[config.mk]
export PLATFORM = sky130hd
export DESIGN_NAME = fixed_mul_seq_flat
export DESIGN_NICKNAME = d
export VERILOG_FILES = /design/src/rtl/fixed_mul_seq_if.sv /design/src/rtl/fixed_mul_seq.sv /design/src/flat_wrapper.sv
export SDC_FILE = /design/constraint.sdc
export NUM_CORES = 1
export LEC_CHECK = 0
export BUFFER_PORTS_ARGS = -buffer_cell sky130_fd_sc_hd__buf_4
export CAP_MARGIN = 20
export CORE_MARGIN = 3
export CORE_UTILIZATION = 35
export CTS_CLUSTER_DIAMETER = 120
export DETAILED_ROUTE_END_ITERATION = 8
export HOLD_SLACK_MARGIN = 0.05
export SLEW_MARGIN = 10
export SYNTH_ARGS = -nofsm -noshare
export SYNTH_HDL_FRONTEND = slang
export SYNTH_SLANG_ARGS = --single-unit
[constraint.sdc]
create_clock -name clk_i -period 5.2 [get_ports clk_i]
set_input_delay 0.26 -clock clk_i [delete_from_list [all_inputs] [get_ports clk_i]]
set_output_delay 0.26 -clock clk_i [all_outputs]
set_load 0.02 [all_outputs]
[src/rtl/fixed_mul_seq_if.sv]
// Operand/result handshake bundle for fixed_mul_seq.
// Signal names keep the arithmetic-stage _i/_o naming so stages chain by name.
interface fixed_mul_seq_if #(
    parameter int N = 32
);
    logic         valid_i;
    logic [N-1:0] opA_i;
    logic [N-1:0] opB_i;
    logic         busy_o;
    logic         ready_o;
    logic [N-1:0] result_o;
    logic         overflow_o;

    modport master (
        output valid_i, opA_i, opB_i,
        input  busy_o, ready_o, result_o, overflow_o
    );

    modport slave (
        input  valid_i, opA_i, opB_i,
        output busy_o, ready_o, result_o, overflow_o
    );
endinterface

[src/rtl/fixed_mul_seq.sv]
// Sequential sign-magnitude Q-format multiplier.
// Performs one shift-add step per clock and saturates the magnitude on overflow.
module fixed_mul_seq #(
    parameter int Q = 15,
    parameter int N = 32
) (
    input  logic           clk_i,
    input  logic           rst_i,
    fixed_mul_seq_if.slave bus
);
    localparam int W  = 2 * N - 2;
    localparam int CW = $clog2(N - 1);

    typedef enum logic [1:0] {IDLE, BUSY, FINISH} state_t;

    state_t        state_reg;
    logic          sign_reg;
    logic [W-1:0]  mcand_reg;
    logic [W-1:0]  acc_reg;
    logic [N-2:0]  mplier_reg;
    logic [CW-1:0] cnt_reg;
    logic [N-1:0]  result_reg;
    logic          ready_reg;
    logic          overflow_reg;
    logic          busy_reg;

    logic [W-1:0]  scaled_next;
    logic          sat_next;
    logic [N-2:0]  mag_next;

    // Anything above the magnitude field after the Q shift means saturation.
    always_comb begin
        scaled_next = acc_reg >> Q;
        sat_next    = |scaled_next[W-1:N-1];
        mag_next    = sat_next ? '1 : scaled_next[N-2:0];
    end

    always_ff @(posedge clk_i) begin
        if (rst_i) begin
            state_reg    <= IDLE;
            sign_reg     <= 1'b0;
            mcand_reg    <= '0;
            acc_reg      <= '0;
            mplier_reg   <= '0;
            cnt_reg      <= '0;
            result_reg   <= '0;
            ready_reg    <= 1'b0;
            overflow_reg <= 1'b0;
            busy_reg     <= 1'b0;
        end else begin
            ready_reg <= 1'b0;
            case (state_reg)
                IDLE: begin
                    if (bus.valid_i) begin
                        sign_reg   <= bus.opA_i[N-1] ^ bus.opB_i[N-1];
                        mcand_reg  <= W'(bus.opA_i[N-2:0]);
                        mplier_reg <= bus.opB_i[N-2:0];
                        acc_reg    <= '0;
                        cnt_reg    <= '0;
                        busy_reg   <= 1'b1;
                        state_reg  <= BUSY;
                    end
                end
                BUSY: begin
                    if (mplier_reg[0]) begin
                        acc_reg <= acc_reg + mcand_reg;
                    end
                    mcand_reg  <= mcand_reg << 1;
                    mplier_reg <= mplier_reg >> 1;
                    cnt_reg    <= cnt_reg + 1'b1;
                    if (cnt_reg == CW'(N - 2)) begin
                        state_reg <= FINISH;
                    end
                end
                FINISH: begin
                    // A zero magnitude always leaves with a clear sign bit.
                    result_reg   <= {sign_reg & (|mag_next), mag_next};
                    overflow_reg <= sat_next;
                    ready_reg    <= 1'b1;
                    busy_reg     <= 1'b0;
                    state_reg    <= IDLE;
                end
                default: begin
                    state_reg <= IDLE;
                end
            endcase
        end
    end

    assign bus.busy_o     = busy_reg;
    assign bus.ready_o    = ready_reg;
    assign bus.result_o   = result_reg;
    assign bus.overflow_o = overflow_reg;
endmodule
[src/flat_wrapper.sv]
// flat-port wrapper written by rule: the top's interface ports become plain ports
module fixed_mul_seq_flat 
#(
    parameter int Q = 15,
    parameter int N = 32
)
  (clk_i, rst_i, bus_valid_i, bus_opA_i, bus_opB_i, bus_busy_o, bus_ready_o, bus_result_o, bus_overflow_o);
  fixed_mul_seq_if #(.N(N)) bus_i ();
  input  logic clk_i;
  input  logic rst_i;
  input wire logic [$bits(bus_i.valid_i)-1:0] bus_valid_i;
  input wire logic [$bits(bus_i.opA_i)-1:0] bus_opA_i;
  input wire logic [$bits(bus_i.opB_i)-1:0] bus_opB_i;
  output wire logic [$bits(bus_i.busy_o)-1:0] bus_busy_o;
  output wire logic [$bits(bus_i.ready_o)-1:0] bus_ready_o;
  output wire logic [$bits(bus_i.result_o)-1:0] bus_result_o;
  output wire logic [$bits(bus_i.overflow_o)-1:0] bus_overflow_o;
  assign bus_i.valid_i = bus_valid_i;
  assign bus_i.opA_i = bus_opA_i;
  assign bus_i.opB_i = bus_opB_i;
  assign bus_busy_o = bus_i.busy_o;
  assign bus_ready_o = bus_i.ready_o;
  assign bus_result_o = bus_i.result_o;
  assign bus_overflow_o = bus_i.overflow_o;
  fixed_mul_seq #(.Q(Q), .N(N)) u_core (.clk_i(clk_i), .rst_i(rst_i), .bus(bus_i));
endmodule
==> metrics.md, run 1 <==
| Metric | Value |
|---|---|
| Vias/cell | `5.36` |
| Synth top area share | `37.0%` |
| Cell Rows | `63` |
| Placement Cell Area | `0.0117 mm²` |
| Library cells used by synthesis | `65` |
| Pleak | `5.24 nW` |
| Tcrit/Tclk final | `64.3%` |
| Setup TNS | `0 ns` |
| DRC | `0` |
| Data arrival, critical path | `3.67 ns` |
| Crit-path max FO | `5` |
| Peak VDD IR | `approximately 230 µV` |
| Layout cells sized above 1 | `roughly 11%` |
| Via count | `9907` |
| Grt ovf | `0` |
| H-tree depth | `4` |
| RSZ-0062 raised after global routing | `false` |
| Core area | `0.0299 mm²` |
| Top FF cell, synth | `dfxtp_1` |
| Max-slew violations | `0` |
| WS Path Type | `reg -> reg` |
| Routability cong. | `about 0.90` |
| PwrDens | `264 mW/mm²` |
| Syn avg cell area | `7.61 µm²` |
| Initial drt markers | `~580` |
| Flop-to-flop setup slack | `~1.9 ns` |
| Asr flop ratio synth | `0%` |
| WHS Endpoint | `u_core.mcand_reg[2]` |
| Longest Clk Path Bufs | `2` |
| Dpl hpwl | `20.3 mm` |
| Post-route minimum period | `between 3 and 4 ns` |
| Sequential cell area | `0.00396 mm²` |
| Fmax | `0.299 GHz` |
| Number of flops mapped to enable cells by yosys | `0` |
| WHS Path Cells | `2` |
| Hold Violations, Final | `0` |
| Wire length of the first global-routing pass | `48.0 mm` |
| Clock buffer count from CTS | `17` |
| Multi-input combinational cell area | `0.00636 mm²` |
| Max Cap Violations | `0` |
| Clock root buffer | `clkbuf_16` |
| DR WL/cell | `15.3 µm` |
| Post-layout instance area | `0.0123 mm²` |
| Filler cells | `between 3000 and 4000` |
| PortBufs | `101` |
| Cells on worst reg2reg path | `13` |
| Initial antenna violation count | `0` |
| Register area share after synthesis | `37.0%` |
| Clk sink count | `198` |
| Cell Area, Synth | `0.0107 mm²` |
| Syn Nets | `about 1500` |
| Area Overhead vs Synth | `15.0%` |
| Yosys reg bits | `198` |
| Worst slew pin tran | `0.972 ns` |
| Hold Crit Start | `bus_opA_i[2]` |
| CTS tree | `built` |
| Total wire length | `28.4 mm` |
| Final setup viols | `0` |
| DR pass1 iterations | `5` |
| Reg-to-reg startpoint | `u_core.mcand_reg[0]` |
| Worst-skew pair later-pin latency | `0.44 ns` |
| Area of the die | `0.0327 mm²` |
| Starting density of the core | `a little over a third` |
| Status | `complete, no violations` |
| ANT cells | `0` |
| ANT nets after route | `0` |
| Post-CTS Setup Bufs | `0` |
| CTS clk-pin slew, worst paths | `0.07 ns` |
| Area leader, netlist | `dfxtp_1` |
| Largest net degree at the start of global routing | `89` |
| CP Launch Type | `flop` |
| Synth Instances | `1406` |
| Nets | `1578` |
| Gr usage total | `17.4%` |
| Top post-synthesis cells by area | `dfxtp_1 37%, nor2_1 7.8%, ha_1 7.4%` |
| Vias in the first global route | `roughly 9500` |
| Synth warn | `0` |
| Clock Skew | `0.00889 ns` |
| Worst min-delay path class | `in -> reg` |
| Worst EP required | `5.52 ns` |
| Setup crit end kind | `flop` |
| I/O pin count | `102` |
| Worst r2r dst | `u_core.acc_reg[54]` |
| Die X-Extent | `181 µm` |
| Slew headroom | `35.2%` |
| Die height | `181 µm` |
## stage by stage
stage	std cells	hold slack [ns]	total power, mW	util [%]	setup slack, ns
floorplan	1406	0.396	1.89	-	2.30
global placement	1816	0.427	2.01	39.2	1.95
detailed placement	1817	0.431	2.01	39.3	1.87
CTS	1850	0.0700	3.29	41.2	1.85
global route	1850	0.0811	3.40	41.2	1.48
finish	1850	0.0946	3.25	41.2	1.86
## worst max path at each step
stage	start	endpoint	slack [ns]	cells past startpoint
finish	u_core.mcand_reg[0]	u_core.acc_reg[54]	1.86	13
global placement	u_core.mcand_reg[0]	u_core.acc_reg[54]	1.95	13
global route	u_core.mcand_reg[0]	u_core.acc_reg[54]	1.48	13
CTS	u_core.mcand_reg[0]	u_core.acc_reg[54]	1.85	13
detailed placement	u_core.mcand_reg[0]	u_core.acc_reg[54]	1.87	13
floorplan	u_core.mcand_reg[0]	u_core.acc_reg[54]	2.30	13
## per-layer routing
metal | vias to the layer above | global-route usage [%] | wire, µm
met5 | - | 0 | 0
met4 | 0 | 5.13 | 473
met3 | 32 | 3.89 | 1640
met2 | 245 | 27.0 | 12300
met1 | 4562 | 24.2 | 13900
li1 | 5068 | - | -
## synthesized netlist by cell type (5+ instances only)
master and count:
nor2_1 222, dfxtp_1 198, nand2_1 193, a21oi_1 120, clkbuf_1 86, o21ai_0 86
ha_1 63, nor4_1 62, nand3_1 46, a22oi_1 36, a21o_1 35, nand4_1 28
xnor2_1 28, xor2_1 25, inv_1 18, nor3_1 14, a31oi_1 13, o21bai_1 13
nor2b_1 12, o21a_1 10, nand2b_1 9, o21ai_1 9, o31ai_1 6, a211oi_1 5
buf_1 5
## report_power, final
part / switching (mW) / internal, mW / total [mW]
clock: 0.578 / 0.698 / 1.28
combinational: 0.230 / 0.135 / 0.365
sequential: 0.0425 / 1.57 / 1.61
## logic make-up after synthesis
family                   after synthesis  synth area share [%]
AO/OA/AOI/OAI                        368                  21.4
XOR/XNOR                              53                  4.34
adder cells (fa/ha/maj)               64                  7.55
buffers and inverters                111                  3.94
flip-flops                           198                  37.0
multiplexers                           2                 0.187
AND/OR/NAND/NOR                      610                  25.5
## layout make-up
cell class              instances  area share, %
clock buffers                  25           3.94
repair buffers                115           7.10
well taps                     390           3.97
clock inverters                 7          0.580
inverters                      18          0.549
flip-flops and latches        198           32.2
multi-input cells            1097           51.7
## placed cells by master (no fill, tap or decap), drive strengths merged, types with 13 or more instances in the layout
cell type and n:
a31oi 14, a21o 35, nand4 28, xnor2 28, dfxtp 198, nand3 47, nor2 222, clkbuf 25
a22oi 36, nand2 193, nor4 62, ha 63, nor3 14, buf 114, inv 18, xor2 25
o21bai 13, a21oi 120, o21ai 96
## what timing repair did
item,CTS,global route
gates resized for setup,0,0
endpoints found under the hold margin,1,0
hold buffers,1,0
## critical path: stages, from the launching register on
cell	delay [ns]
dfxtp_1	0.35
ha_1	0.17
inv_1	0.05
fa_1	0.39
nor2b_1	0.17
o31ai_1	0.11
a211o_1	0.31
a31oi_1	0.24
o21ai_1	0.20
a211oi_1	0.42
o21ai_1	0.17
o31ai_1	0.34
mux2i_1	0.21
o21ai_0	0.08
Power figures use the tool's default switching activity.
==> run 2: changes to the inputs <==
==> constraint.sdc (replaced) <==
create_clock -name clk_i -period 3.1 [get_ports clk_i]
set_input_delay 0.155 -clock clk_i [delete_from_list [all_inputs] [get_ports clk_i]]
set_output_delay 0.155 -clock clk_i [all_outputs]
set_load 0.02 [all_outputs]
==> run 2 against run 1 <==
  * Clock power grew 66%
  * Clock skew grew 0.0038 ns
  * Via count grew 4.4%
  * Die area is the same
  * Critical path depth shrank 2
  * Flip-flop and latch count is the same
  * Combinational power grew 99%
  * Critical path type unchanged
  * Largest cell class unchanged
==> metrics.md, run 2 (synthesized netlist as in run 1, its figures left out) <==
| Metric | Value |
|---|---|
| Setup crit end kind | `flop` |
| Met1 WL | `14.5 mm (+4.1%)` |
| Core area | `0.0299 mm² (unchanged)` |
| Starting density of the core | `35.8% (unchanged)` |
| CTS clk-pin slew, worst paths | `0.08 ns (about the same)` |
| PwrDens | `418 mW/mm² (+58%)` |
| Crit-path max FO | `4 (-1)` |
| Die X-Extent | `181 µm (unchanged)` |
| Post-route minimum period | `2.97 ns (-0.376 ns)` |
| Initial antenna violation count | `0 (unchanged)` |
| Worst Setup SP | `u_core.mcand_reg[12]` |
| Longest Clk Path Bufs | `2 (unchanged)` |
| DRC | `0 (unchanged)` |
| Clock root buffer | `clkbuf_16` |
| DR pass1 iterations | `5 (unchanged)` |
| Via count | `10341 (+4.4%)` |
| Routability cong. | `0.883 (-1.7%)` |
| Slew headroom | `36.8% (+1.6 points)` |
| Area of the die | `0.0327 mm² (unchanged)` |
| I/O pin count | `102 (unchanged)` |
| Vias/cell | `5.32 (-0.62%)` |
| Commonest non-fill, non-tap cell in the layout | `nor2_1` |
| Worst EP required | `3.41 ns (-2.11 ns)` |
| Clock Skew | `0.0127 ns (+0.00383 ns)` |
| Vias in the first global route | `9705 (+2.2%)` |
| ANT cells | `0 (unchanged)` |
| Status | `complete, no violations` |
| CTS tree | `built` |
| CP max-delay cell | `or4b_4` |
| Gr usage total | `17.8% (+0.44 points)` |
| Setup TNS | `0 ns (unchanged)` |
| Top Layer Used | `met4` |
| Critical path cell sequence | `ha_1, nand3_2, or4b_4, a31oi_4, o2111ai_4, a2111oi_4, nor2_2, o21ai_2, buf_4, xnor2_1, o21ai_0` |
| Data arrival, critical path | `3.28 ns (-0.39 ns)` |
| Pleak | `5.70 nW (+8.7%)` |
| Most frequent cells in the layout | `219 x nor2_1, 198 x dfxtp_1, 193 x nand2_1` |
| Worst min-delay path class | `in -> reg` |
| Die height | `181 µm (unchanged)` |
| Met3 Routed Length | `1.50 mm (-8.4%)` |
| Final setup viols | `0 (unchanged)` |
| Clock buffer count from CTS | `17 (unchanged)` |
| Max Cap Violations | `0 (unchanged)` |
| Routed met2 length | `13.2 mm (+7.0%)` |
| Initial drt markers | `746 (+28%)` |
| Dpl hpwl | `21.0 mm (+3.8%)` |
| Tcrit/Tclk final | `95.8% (+31 points)` |
| Worst stage delay on the critical path | `0.55 ns (+0.13 ns)` |
| Hold Crit Start | `bus_opA_i[22]` |
| Worst slew pin tran | `0.948 ns (-0.0240 ns)` |
| Flop-to-flop setup slack | `0.13 ns (-1.72 ns)` |
| WHS Path Cells | `3 (+1)` |
| Wire length of the first global-routing pass | `49.4 mm (+3.0%)` |
| Cell Rows | `63 (unchanged)` |
| Cells on worst reg2reg path | `11 (-2)` |
| Largest net degree at the start of global routing | `90 (+1.1%)` |
| Grt ovf | `0 (unchanged)` |
| Reg-to-reg startpoint | `u_core.mcand_reg[12]` |
| Max-slew violations | `0 (unchanged)` |
| Worst-skew pair later-pin latency | `0.44 ns (about the same)` |
| Hold Violations, Final | `0 (unchanged)` |
| PortBufs | `101 (unchanged)` |
| Total wire length | `29.6 mm (+4.4%)` |
| Fmax | `0.337 GHz (+13%)` |
| WS Path Type | `reg -> reg` |
| Clk sink count | `198 (unchanged)` |
| DR WL/cell | `15.2 µm (-0.61%)` |
| Overall power | `5.55 mW (+71%)` |
| H-tree depth | `4 (unchanged)` |
| Final core utilization | `44.5% (+3.3 points)` |
| Nets | `1673 (+6.0%)` |
| CP Launch Type | `flop` |
| Layout cells sized above 1 | `14.4% (+3.3 points)` |
| Peak VDD IR | `376 µV (+62%)` |
| Area Overhead vs Synth | `24.2%` |
| ANT nets after route | `0 (unchanged)` |
## run 2: cell types whose count changed in the layout (fill, tap and decap cells not counted), sizes merged
cell         before  now
dlygate4sd3       1   57
inv              18   23
buf             114  153
clkinv            3    7
clkinvlp          3    1
bufinv            1    0
clkbuf           25   17
## run 2: path summary, 6_finish.rpt
kind	to
worst min register to register	u_core.bus.result_o[22]
worst max register to register	u_core.acc_reg[51]
worst min-delay path	u_core.mcand_reg[22]
worst max-delay path	u_core.acc_reg[51]
## run 2: report_power, final
part           internal [mW]  switching, mW  leakage, nW  total (mW)
logic                  0.307          0.417         3.82       0.725
registers               2.63         0.0708         1.61        2.70
clock network           1.05           1.07        0.267        2.12
total                   3.99           1.56         5.70        5.55
## run 2: metrics by stage
stage | hold slack [ns] | instances | instance area (µm²) | setup WS (ns)
after floorplan | 0.291 | 1406 | 10700 | 0.199
after global placement | 0.406 | 1854 | 12000 | -0.101
after detailed placement | 0.415 | 1855 | 12000 | -0.108
after CTS | 0.0501 | 1942 | 13200 | 0.0125
after global routing | 0.0584 | 1943 | 13300 | -0.0238
final | 0.0557 | 1943 | 13300 | 0.132
## run 2: cell type report
| cell class | instances | area, µm² |
|---|---|---|
| clock buffers | 17 | 425 |
| clock inverters | 13 | 119 |
| fillers | 2997 | 16600 |
| inverters | 18 | 67.6 |
| multi-input cells | 1097 | 6480 |
| flip-flops and latches | 198 | 3960 |
| well taps | 390 | 488 |
| repair buffers | 210 | 1750 |
## run 2: routing by layer
layer / GRT usage (%) / vias to the layer above
met5: 0 / -
met4: 4.51 / 0
met3: 3.00 / 28
met2: 28.6 / 253
met1: 25.0 / 4790
li1: - / 5270
## run 2: repair_timing
item / in CTS / in global routing
pin swaps: 0 / 6
setup endpoints to repair: 3 / 18
buffers inserted: 0 / 1
gates resized for setup: 3 / 22
hold buffers: 57 / 0
endpoints found under the hold margin: 56 / 0
## run 2: worst max-delay path: cells and delay by family (launching register included)
family | cells | cell delay (ns)
xor+xnor | 1 | 0.10
simple gates | 3 | 0.77
buf+inv | 1 | 0.15
flops | 1 | 0.33
fa+ha+maj | 1 | 0.35
compound gates | 5 | 1.14
